--- src/rtl/mem_rd_req_gen_pkg.sv ---
// mem_rd_req_gen_pkg: shared encodings, FSM states and constants for the read request generator
`ifndef C_LOG_2
`define C_LOG_2(n) ($clog2(n))
`endif
package mem_rd_req_gen_pkg;
  localparam logic [1:0] D_TYPE_WEIGHT = 2'd0;
  localparam logic [1:0] D_TYPE_BUF    = 2'd1;
  localparam int BOUNDARY_4K = 4096;
  typedef enum logic {IDLE = 1'b0, ISSUE = 1'b1} state_t;
  function automatic int pu_id_w(input int num_pu);
    return `C_LOG_2(num_pu) + 1;
  endfunction
endpackage

--- src/rtl/mem_rd_burst_calc.sv ---
// mem_rd_burst_calc: beats of the next burst from address and remaining words (optional MEM_RD_4K_BOUNDARY_EN)
module mem_rd_burst_calc
  import mem_rd_req_gen_pkg::*;
#(
  parameter int ADDR_W    = 32,
  parameter int RD_SIZE_W = 20,
  parameter int DATA_W    = 64,
  parameter int MAX_BURST = 16
) (
  input  logic [ADDR_W-1:0]    addr,
  input  logic [RD_SIZE_W-1:0] remaining,
  output logic [8:0]           beats,
  output logic [7:0]           rd_len
);
  logic [8:0] b_rem;
  logic unused_addr;
  always_comb begin
    b_rem = (remaining < RD_SIZE_W'(MAX_BURST)) ? 9'(remaining) : 9'(MAX_BURST);
    rd_len = 8'(beats - 9'd1);
    unused_addr = ^addr;
  end
`ifdef MEM_RD_4K_BOUNDARY_EN
  localparam int WB_SH = $clog2(DATA_W / 8);
  logic [12:0] w4k;
  always_comb begin
    w4k = (13'(BOUNDARY_4K) - {1'b0, addr[11:0]}) >> WB_SH;
    beats = ({4'd0, b_rem} > w4k) ? 9'(w4k) : b_rem;
  end
`else
  always_comb beats = b_rem;
`endif
endmodule

--- src/rtl/mem_rd_req_gen.sv ---
// mem_rd_req_gen: splits a stream-read command into credit-limited bursts and pulses rd_req per accepted burst
module mem_rd_req_gen
  import mem_rd_req_gen_pkg::*;
#(
  parameter int NUM_PU          = 1,
  parameter int D_TYPE_W        = 2,
  parameter int RD_SIZE_W       = 20,
  parameter int ADDR_W          = 32,
  parameter int DATA_W          = 64,
  parameter int MAX_BURST       = 16,
  parameter int MAX_OUTSTANDING = 4,
  parameter int PU_ID_W         = `C_LOG_2(NUM_PU) + 1
) (
  input  logic                 clk,
  input  logic                 reset,
  input  logic                 cmd_valid,
  output logic                 cmd_ready,
  input  logic [ADDR_W-1:0]    cmd_addr,
  input  logic [RD_SIZE_W-1:0] cmd_size,
  input  logic [PU_ID_W-1:0]   cmd_pu_id,
  input  logic [D_TYPE_W-1:0]  cmd_d_type,
  output logic                 rd_addr_valid,
  input  logic                 rd_addr_ready,
  output logic [ADDR_W-1:0]    rd_addr,
  output logic [7:0]           rd_len,
  input  logic                 rd_burst_done,
  output logic                 rd_req,
  output logic [RD_SIZE_W-1:0] rd_req_size,
  output logic [PU_ID_W-1:0]   rd_req_pu_id,
  output logic [D_TYPE_W-1:0]  rd_req_d_type,
  output logic                 busy
);
  localparam int WB_SH = $clog2(DATA_W / 8);
  localparam int OUT_W = $clog2(MAX_OUTSTANDING + 1);
  state_t state, state_nx;
  logic rst_done;
  logic [ADDR_W-1:0] addr;
  logic [RD_SIZE_W-1:0] remaining;
  logic [PU_ID_W-1:0] pu_id;
  logic [D_TYPE_W-1:0] d_type;
  logic [OUT_W-1:0] outstanding;
  logic [8:0] beats;
  logic [7:0] len;
  logic take, acc, last, credit;
  mem_rd_burst_calc #(
    .ADDR_W(ADDR_W), .RD_SIZE_W(RD_SIZE_W), .DATA_W(DATA_W), .MAX_BURST(MAX_BURST)
  ) u_calc (
    .addr(addr), .remaining(remaining), .beats(beats), .rd_len(len)
  );
  always_comb begin
    take = cmd_valid && cmd_ready;
    acc = rd_addr_valid && rd_addr_ready;
    last = remaining == RD_SIZE_W'(beats);
    credit = outstanding < OUT_W'(MAX_OUTSTANDING);
  end
  always_ff @(posedge clk)
    state <= !reset ? IDLE : state_nx;
  always_comb
    state_nx = (state == IDLE) ? ((take && cmd_size != '0) ? ISSUE : IDLE)
                               : ((acc && last) ? IDLE : ISSUE);
  // cmd_ready is held low through reset and for the edge that releases it
  always_comb begin
    cmd_ready = rst_done && state == IDLE;
    rd_addr_valid = state == ISSUE && credit;
    rd_addr = rd_addr_valid ? addr : '0;
    rd_len = rd_addr_valid ? len : '0;
    busy = state != IDLE || outstanding != '0;
  end
  always_ff @(posedge clk) begin
    if (!reset) begin
      rst_done <= 1'b0;
      addr <= '0;
      remaining <= '0;
      pu_id <= '0;
      d_type <= '0;
      outstanding <= '0;
      rd_req <= 1'b0;
      rd_req_size <= '0;
      rd_req_pu_id <= '0;
      rd_req_d_type <= '0;
    end else begin
      rst_done <= 1'b1;
      rd_req <= acc;
      // a done with nothing outstanding is dropped so the counter cannot underflow
      outstanding <= outstanding + OUT_W'(acc) - OUT_W'(rd_burst_done && outstanding != '0);
      if (take) begin
        addr <= cmd_addr;
        remaining <= cmd_size;
        pu_id <= cmd_pu_id;
        d_type <= cmd_d_type;
      end else if (acc) begin
        addr <= addr + (ADDR_W'(beats) << WB_SH);
        remaining <= remaining - RD_SIZE_W'(beats);
      end
      if (acc) begin
        rd_req_size <= RD_SIZE_W'(beats);
        rd_req_pu_id <= pu_id;
        rd_req_d_type <= d_type;
      end
    end
  end
endmodule

--- config.mk ---
export PLATFORM = sky130hd
export DESIGN_NAME = mem_rd_req_gen
export DESIGN_NICKNAME = d
export VERILOG_FILES = /design/src/rtl/mem_rd_req_gen_pkg.sv /design/src/rtl/mem_rd_burst_calc.sv /design/src/rtl/mem_rd_req_gen.sv
export SDC_FILE = /design/constraint.sdc
export NUM_CORES = 1
export LEC_CHECK = 0
export CAP_MARGIN = 20
export CORE_MARGIN = 3
export CORE_UTILIZATION = 36
export CTS_BUF_LIST = sky130_fd_sc_hd__clkbuf_8
export DETAILED_ROUTE_END_ITERATION = 8
export PLACE_DENSITY = 0.71
export REMOVE_ABC_BUFFERS = 1
export SYNTH_ARGS = -nofsm -noshare
export SYNTH_HDL_FRONTEND = slang
export SYNTH_HIERARCHICAL = 1
export SYNTH_SLANG_ARGS = --single-unit
--- constraint.sdc ---
create_clock -name clk -period 3.19 [get_ports clk]
set_input_delay 0.638 -clock clk [delete_from_list [all_inputs] [get_ports clk]]
set_output_delay 0.638 -clock clk [all_outputs]
set_load 0.02 [all_outputs]
; ---- Word level (Yosys, flattened, before mapping)
; Cells that the tools add are included.
; W data, S select, Z words.
[word_totals]
mem_bits_rw = 0
romBits = 0
n_memories = 0
out_inout_bits = 67
wordCells = 42
latch_bits = 0
reg_bits = 73
[classes]
add_sub_neg = 5
bitwise = 1
n_lt_le_gt_ge = 2
n_reduce_logical = 11
n_mul = 0
eq_ne = 1
div = 0
muxes = 11
n_shift = 0
[op_table]
columns = operator, n
row1 = $mux W32, 3
row2 = $mux W20, 2
row3 = $add A32 B12 Y32, 1
row4 = $eq A20 B9 Y1, 1
row5 = $lt A20 B5 Y1 const B, 1
row6 = $reduce_bool A20 Y1, 1
row7 = $sub A20 B9 Y20, 1
row8 = $mux W9, 1
row9 = $mux W8, 1
row10 = $sub A8 B1 Y8 const B, 1
row11 = $logic_and A1 B1 Y1, 7
row12 = $mux W1, 4
row13 = $add A3 B1 Y3, 1
row14 = $lt A3 B3 Y1 const B, 1
row15 = $reduce_bool A3 Y1, 1
row16 = $sub A3 B1 Y3, 1
row17 = $reduce_bool A2 Y1, 1
row18 = $logic_or A1 B1 Y1, 1
row19 = $not A1 Y1, 1

; ---- Logic depth before layout (Yosys ltp)
[logic_depth]
depth_word = 6
depth_mapped = 13
ltp_nobuf = 13

; ---- By module
; The synthesis kept the hierarchy.
[by_module_without_submodules]
columns = module, seq_area_each_um2, area_each_um2, cells_each, n_inst
row1 = mem_rd_req_gen, 1461.4, 4591.9, 577, 1
row2 = mem_rd_burst_calc, 0.0, 212.7, 32, 1

; ---- Worst setup path after synthesis
; Ideal clock, no wire load.
[synth_path]
kind = reg-to-reg
from = register remaining[14]
to = register remaining[18]
n_path_buf = 0
synth_period_minus_slack_ps = 3422
slack_ps = -232
arrival_ps = 3290
path_stages_with_launch = 14
required_ps = 3057
setup_ps = 133
cell_sequence = dfxtp_1 -> or4_4 -> nor4_4 -> nand2_1 -> inv_1 -> ha_1 -> inv_1 -> fa_1 -> a21o_1 -> a221oi_1 -> o21ai_2 -> nor3_2 -> xnor2_1 -> a21oi_1
[synth_between]
elab_chain_len = 5
[synth_lines]
columns = element, line_no
row1 = start: declaration, mem_rd_req_gen.sv:38  ; logic [RD_SIZE_W-1:0] remaining;
row2 = start signal: assignment, mem_rd_req_gen.sv:88  ; remaining <= cmd_size;
row3 = start signal: assignment, mem_rd_req_gen.sv:93  ; remaining <= remaining - RD_SIZE_W'(beats);
row4 = $lt A20 B5 Y1, mem_rd_burst_calc.sv:18  ; b_rem = (remaining < RD_SIZE_W'(MAX_BURST)) ? 9'(remaining) : 9'(MAX_BURST);
row5 = $mux W9, mem_rd_burst_calc.sv:18
row6 = net beats[0], mem_rd_req_gen.sv:42  ; logic [8:0] beats;
row7 = $sub A20 B9 Y20, mem_rd_req_gen.sv:93
row8 = $mux W20, mem_rd_req_gen.sv:91  ; end else if (acc) begin
row9 = $mux W20, mem_rd_req_gen.sv:86  ; if (take) begin
; The timed path passes the listed nets, and every way through them passes these cells. The select of a mux whose other input is x is not followed.
; A chain may end at the register's enable or synchronous reset.

; ---- Worst setup path in the final report
[layout_path]
from = register remaining[9]
to = output rd_len[4]
[layout_between]
elab_chain_len = 4
[layout_lines]
columns = element, line_no
row1 = $lt A20 B5 Y1, mem_rd_burst_calc.sv:18
row2 = $mux W9, mem_rd_burst_calc.sv:18
row3 = $sub A8 B1 Y8, mem_rd_burst_calc.sv:19  ; rd_len = 8'(beats - 9'd1);
row4 = net len[4], mem_rd_req_gen.sv:43  ; logic [7:0] len;
row5 = $mux W8, mem_rd_req_gen.sv:66  ; rd_len = rd_addr_valid ? len : '0;
row6 = end: declaration, mem_rd_req_gen.sv:25  ; output logic [7:0] rd_len,
; The timed path passes the listed nets, and every way through them passes these cells.

==> impl_metrics.toml <==
[drt]
drt_iter0_markers = 333
drt.antenna.violating_nets = 0
drc = 0
first_pass_iters = 5
wl_per_cell_microns = 17.6
drt-vias-per-instance = 5.46
num_vias = 5228
drt_wl_total_microns = 16900

[sta]
fin_crit_ps = 3420
timing.hold.ws_ps = 460
setup_violations = 33
worst_pin_slew_ps = 1120
post-route-period-util_pct = 107
hold_viol = 0
clock.fmax_mhz = 292
relSlewSlack_pct = 24.4
finClkSkew_ps = 9.52
grt_setup_unrepaired = "true"
final_max_slew_viol_count = 0
timing.final.ws_setup_ps = -232

[yosys]
async_reset_ff_share_pct = 0
yosysUniqueCellTypes = 58
yosysMostFrequentCell = "dfxtp_1"
synth_ff_type = "dfxtp_1"
synth_common_cells = "73 x dfxtp_1, 68 x nand2_1, 61 x a21oi_1"
ys_ff_latch = 73
synth_edf_count = 0
ys_top_cells_by_area = "dfxtp_1 30%, a21oi_1 6.4%, and2_1 6.0%"
synth_top_cell_by_area = "dfxtp_1"
synth_cells = 609
yosysSeqAreaShare_pct = 30.4
synth_area_sq_mm = 0.00480
avgSynthCellArea_sq_um = 7.89
synth_top_area_share_pct = 30.4
ys_warn_count = 6

[die]
rows = 41
chipHeight_microns = 122
core_sq_mm = 0.0128
die_area_sq_mm = 0.0148
die_w_microns = 122
pin_count = 127
start_util_pct = 37.5

[worst_setup_path]
crit_required_ps = 2550
cpMostUsedCell = "buf_4"
end_kind = "output port"
path_cells = "or4_4, nor4_4, buf_4, nand2_4, buf_4, ha_4, and3_4, o21bai_1, and2_4, buf_6"
worst_setup_path_start_kind = "flip-flop"
crit_path_max_incr_delay_ps = 550
crit_fanout = 4
cp_data_arrival_time_ps = 2780
critPathKind = "reg -> out"
cpMaxStageDelayCell = "or4_4"

[placed_design]
placed_area_sq_mm = 0.00642
dp_slack_ps = -293
gp_congestion = 0.884
port_buffers = 115
dpl.hpwl_microns = 11300

[min_path]
hp-class = "reg -> reg"

[status]
violations = "negative setup slack"
run_status = "finished with violations"

[clocking]
cts-buffers-inserted = 9
clk_pin_slew_ps = 70
cts_buffer_depth = 2
htreeDepth = 3
clock_latency_ps = 370
root_buffer = "clkbuf_8"
cts_tree = "built"
clock_sinks = 73

[power]
p_per_area_mw_per_mm2 = 384
vdd_drop_max_uv = 178
leakagePower_uw = 0.00279

[final_layout]
final.fill_count = 1153
n_antenna_cell = 0
seq_area_sq_mm = 0.00146
multi_input_area_sq_mm = 0.00359
final_cell_area_sq_mm = 0.00742
drive_gt1_share_pct = 25.6
finish.utilization_pct = 57.9
nNetsFinal = 865
area.growth.synth_to_final_pct = 54.5

[run]
max_cap_viol_count = 0

[global_routing]
grt_antenna_before_repair = 0
grt_pass1_wl_microns = 25900
grt_pass1_vias = 5289
grt_overflow = 0
grt_start_max_net_pins = 56
grtUsageTotal_pct = 21.9
==> kinds of logic after synthesis <==
group                    after synthesis  share of synthesized area (%)
AO/OA/AOI/OAI                        170                           22.8
XOR/XNOR                              26                           4.74
adder cells (fa/ha/maj)               24                           6.72
buffers and inverters                 73                           7.06
flip-flops                            73                           30.4
multiplexers                           1                          0.208
other                                  2                          0.156
AND/OR/NAND/NOR                      240                           27.9
==> cells in the final DEF (no fill, tap or decap), types with 15 or more instances in the layout <==
master             n
clkdlybuf4s50_1  107
dfxtp_1           71
nand2_1           65
buf_4             60
a21oi_1           54
and2_1            42
a22oi_1           27
buf_6             25
xnor2_1           23
nor2_1            21
inv_1             17
o21ai_0           16
nand3_1           15
conb_1            15
==> sequential cells by signal (all words and copies together), names as in the netlist <==
name,count
rd_req,1
remaining,20
d_type,2
rd_req_d_type,2
outstanding,3
rst_done,1
state,1
pu_id,1
addr,32
rd_req_size,9
rd_req_pu_id,1
==> where the power goes <==
group	leakage [uW]	total [uW]	internal, uW	switching, uW
logic	0.00210	1050	521	526
clock network	0.0000995	756	377	379
registers	0.000597	1050	979	69.7
total	0.00279	2850	1880	975
==> through the flow <==
step	total power, uW	TNS (ps)	std cells
after floorplan	1560	-1380	574
after global placement	1920	-2270	920
after detailed placement	1940	-4490	920
after CTS	2740	-2560	946
after global routing	2990	-6550	958
final	2850	-3330	958
==> worst max-delay path, delay by kind of cell, from the launching register on <==
kind	cells	cell delay, ps
adders and majority gates	1	160
and+or+nand+nor	5	1320
buffers and inverters	3	470
AOI/OAI and AO/OA	1	140
DFF	1	320
==> area by class of cell <==
class / count / area share (%)
clock buffer: 10 / 1.85
clock inverter: 6 / 0.792
inverter: 25 / 1.50
multi-input combinational: 476 / 48.4
sequential: 73 / 19.7
tap: 172 / 2.90
timing repair buffer: 196 / 24.8
==> timing repair <==
item                                    CTS  global route
pin swaps                                40            66
hold endpoints to repair                  0             0
endpoints found under the setup margin   43            47
gates resized for setup                  91            87
hold buffers                              0             0
setup buffers                            10            13
==> routing by layer <==
metal,up-vias,wire length [microns],global-route usage [%]
met2,184,8180,37.0
met5,-,0,0
met1,2505,7440,27.8
met3,21,986,3.64
met4,0,249,8.68
li1,2518,-,-
==> worst paths after layout <==
check / slack, ps / end / cells after the start / from
max: -230 / rd_len[4] / 10 / remaining[9]
min: 460 / rd_req_size[3] / 2 / rd_req_size[3]
max reg2reg: -180 / remaining[19] / 14 / remaining[9]
min reg2reg: 460 / rd_req_size[3] / 2 / rd_req_size[3]
(Power assumes the default switching activity.)
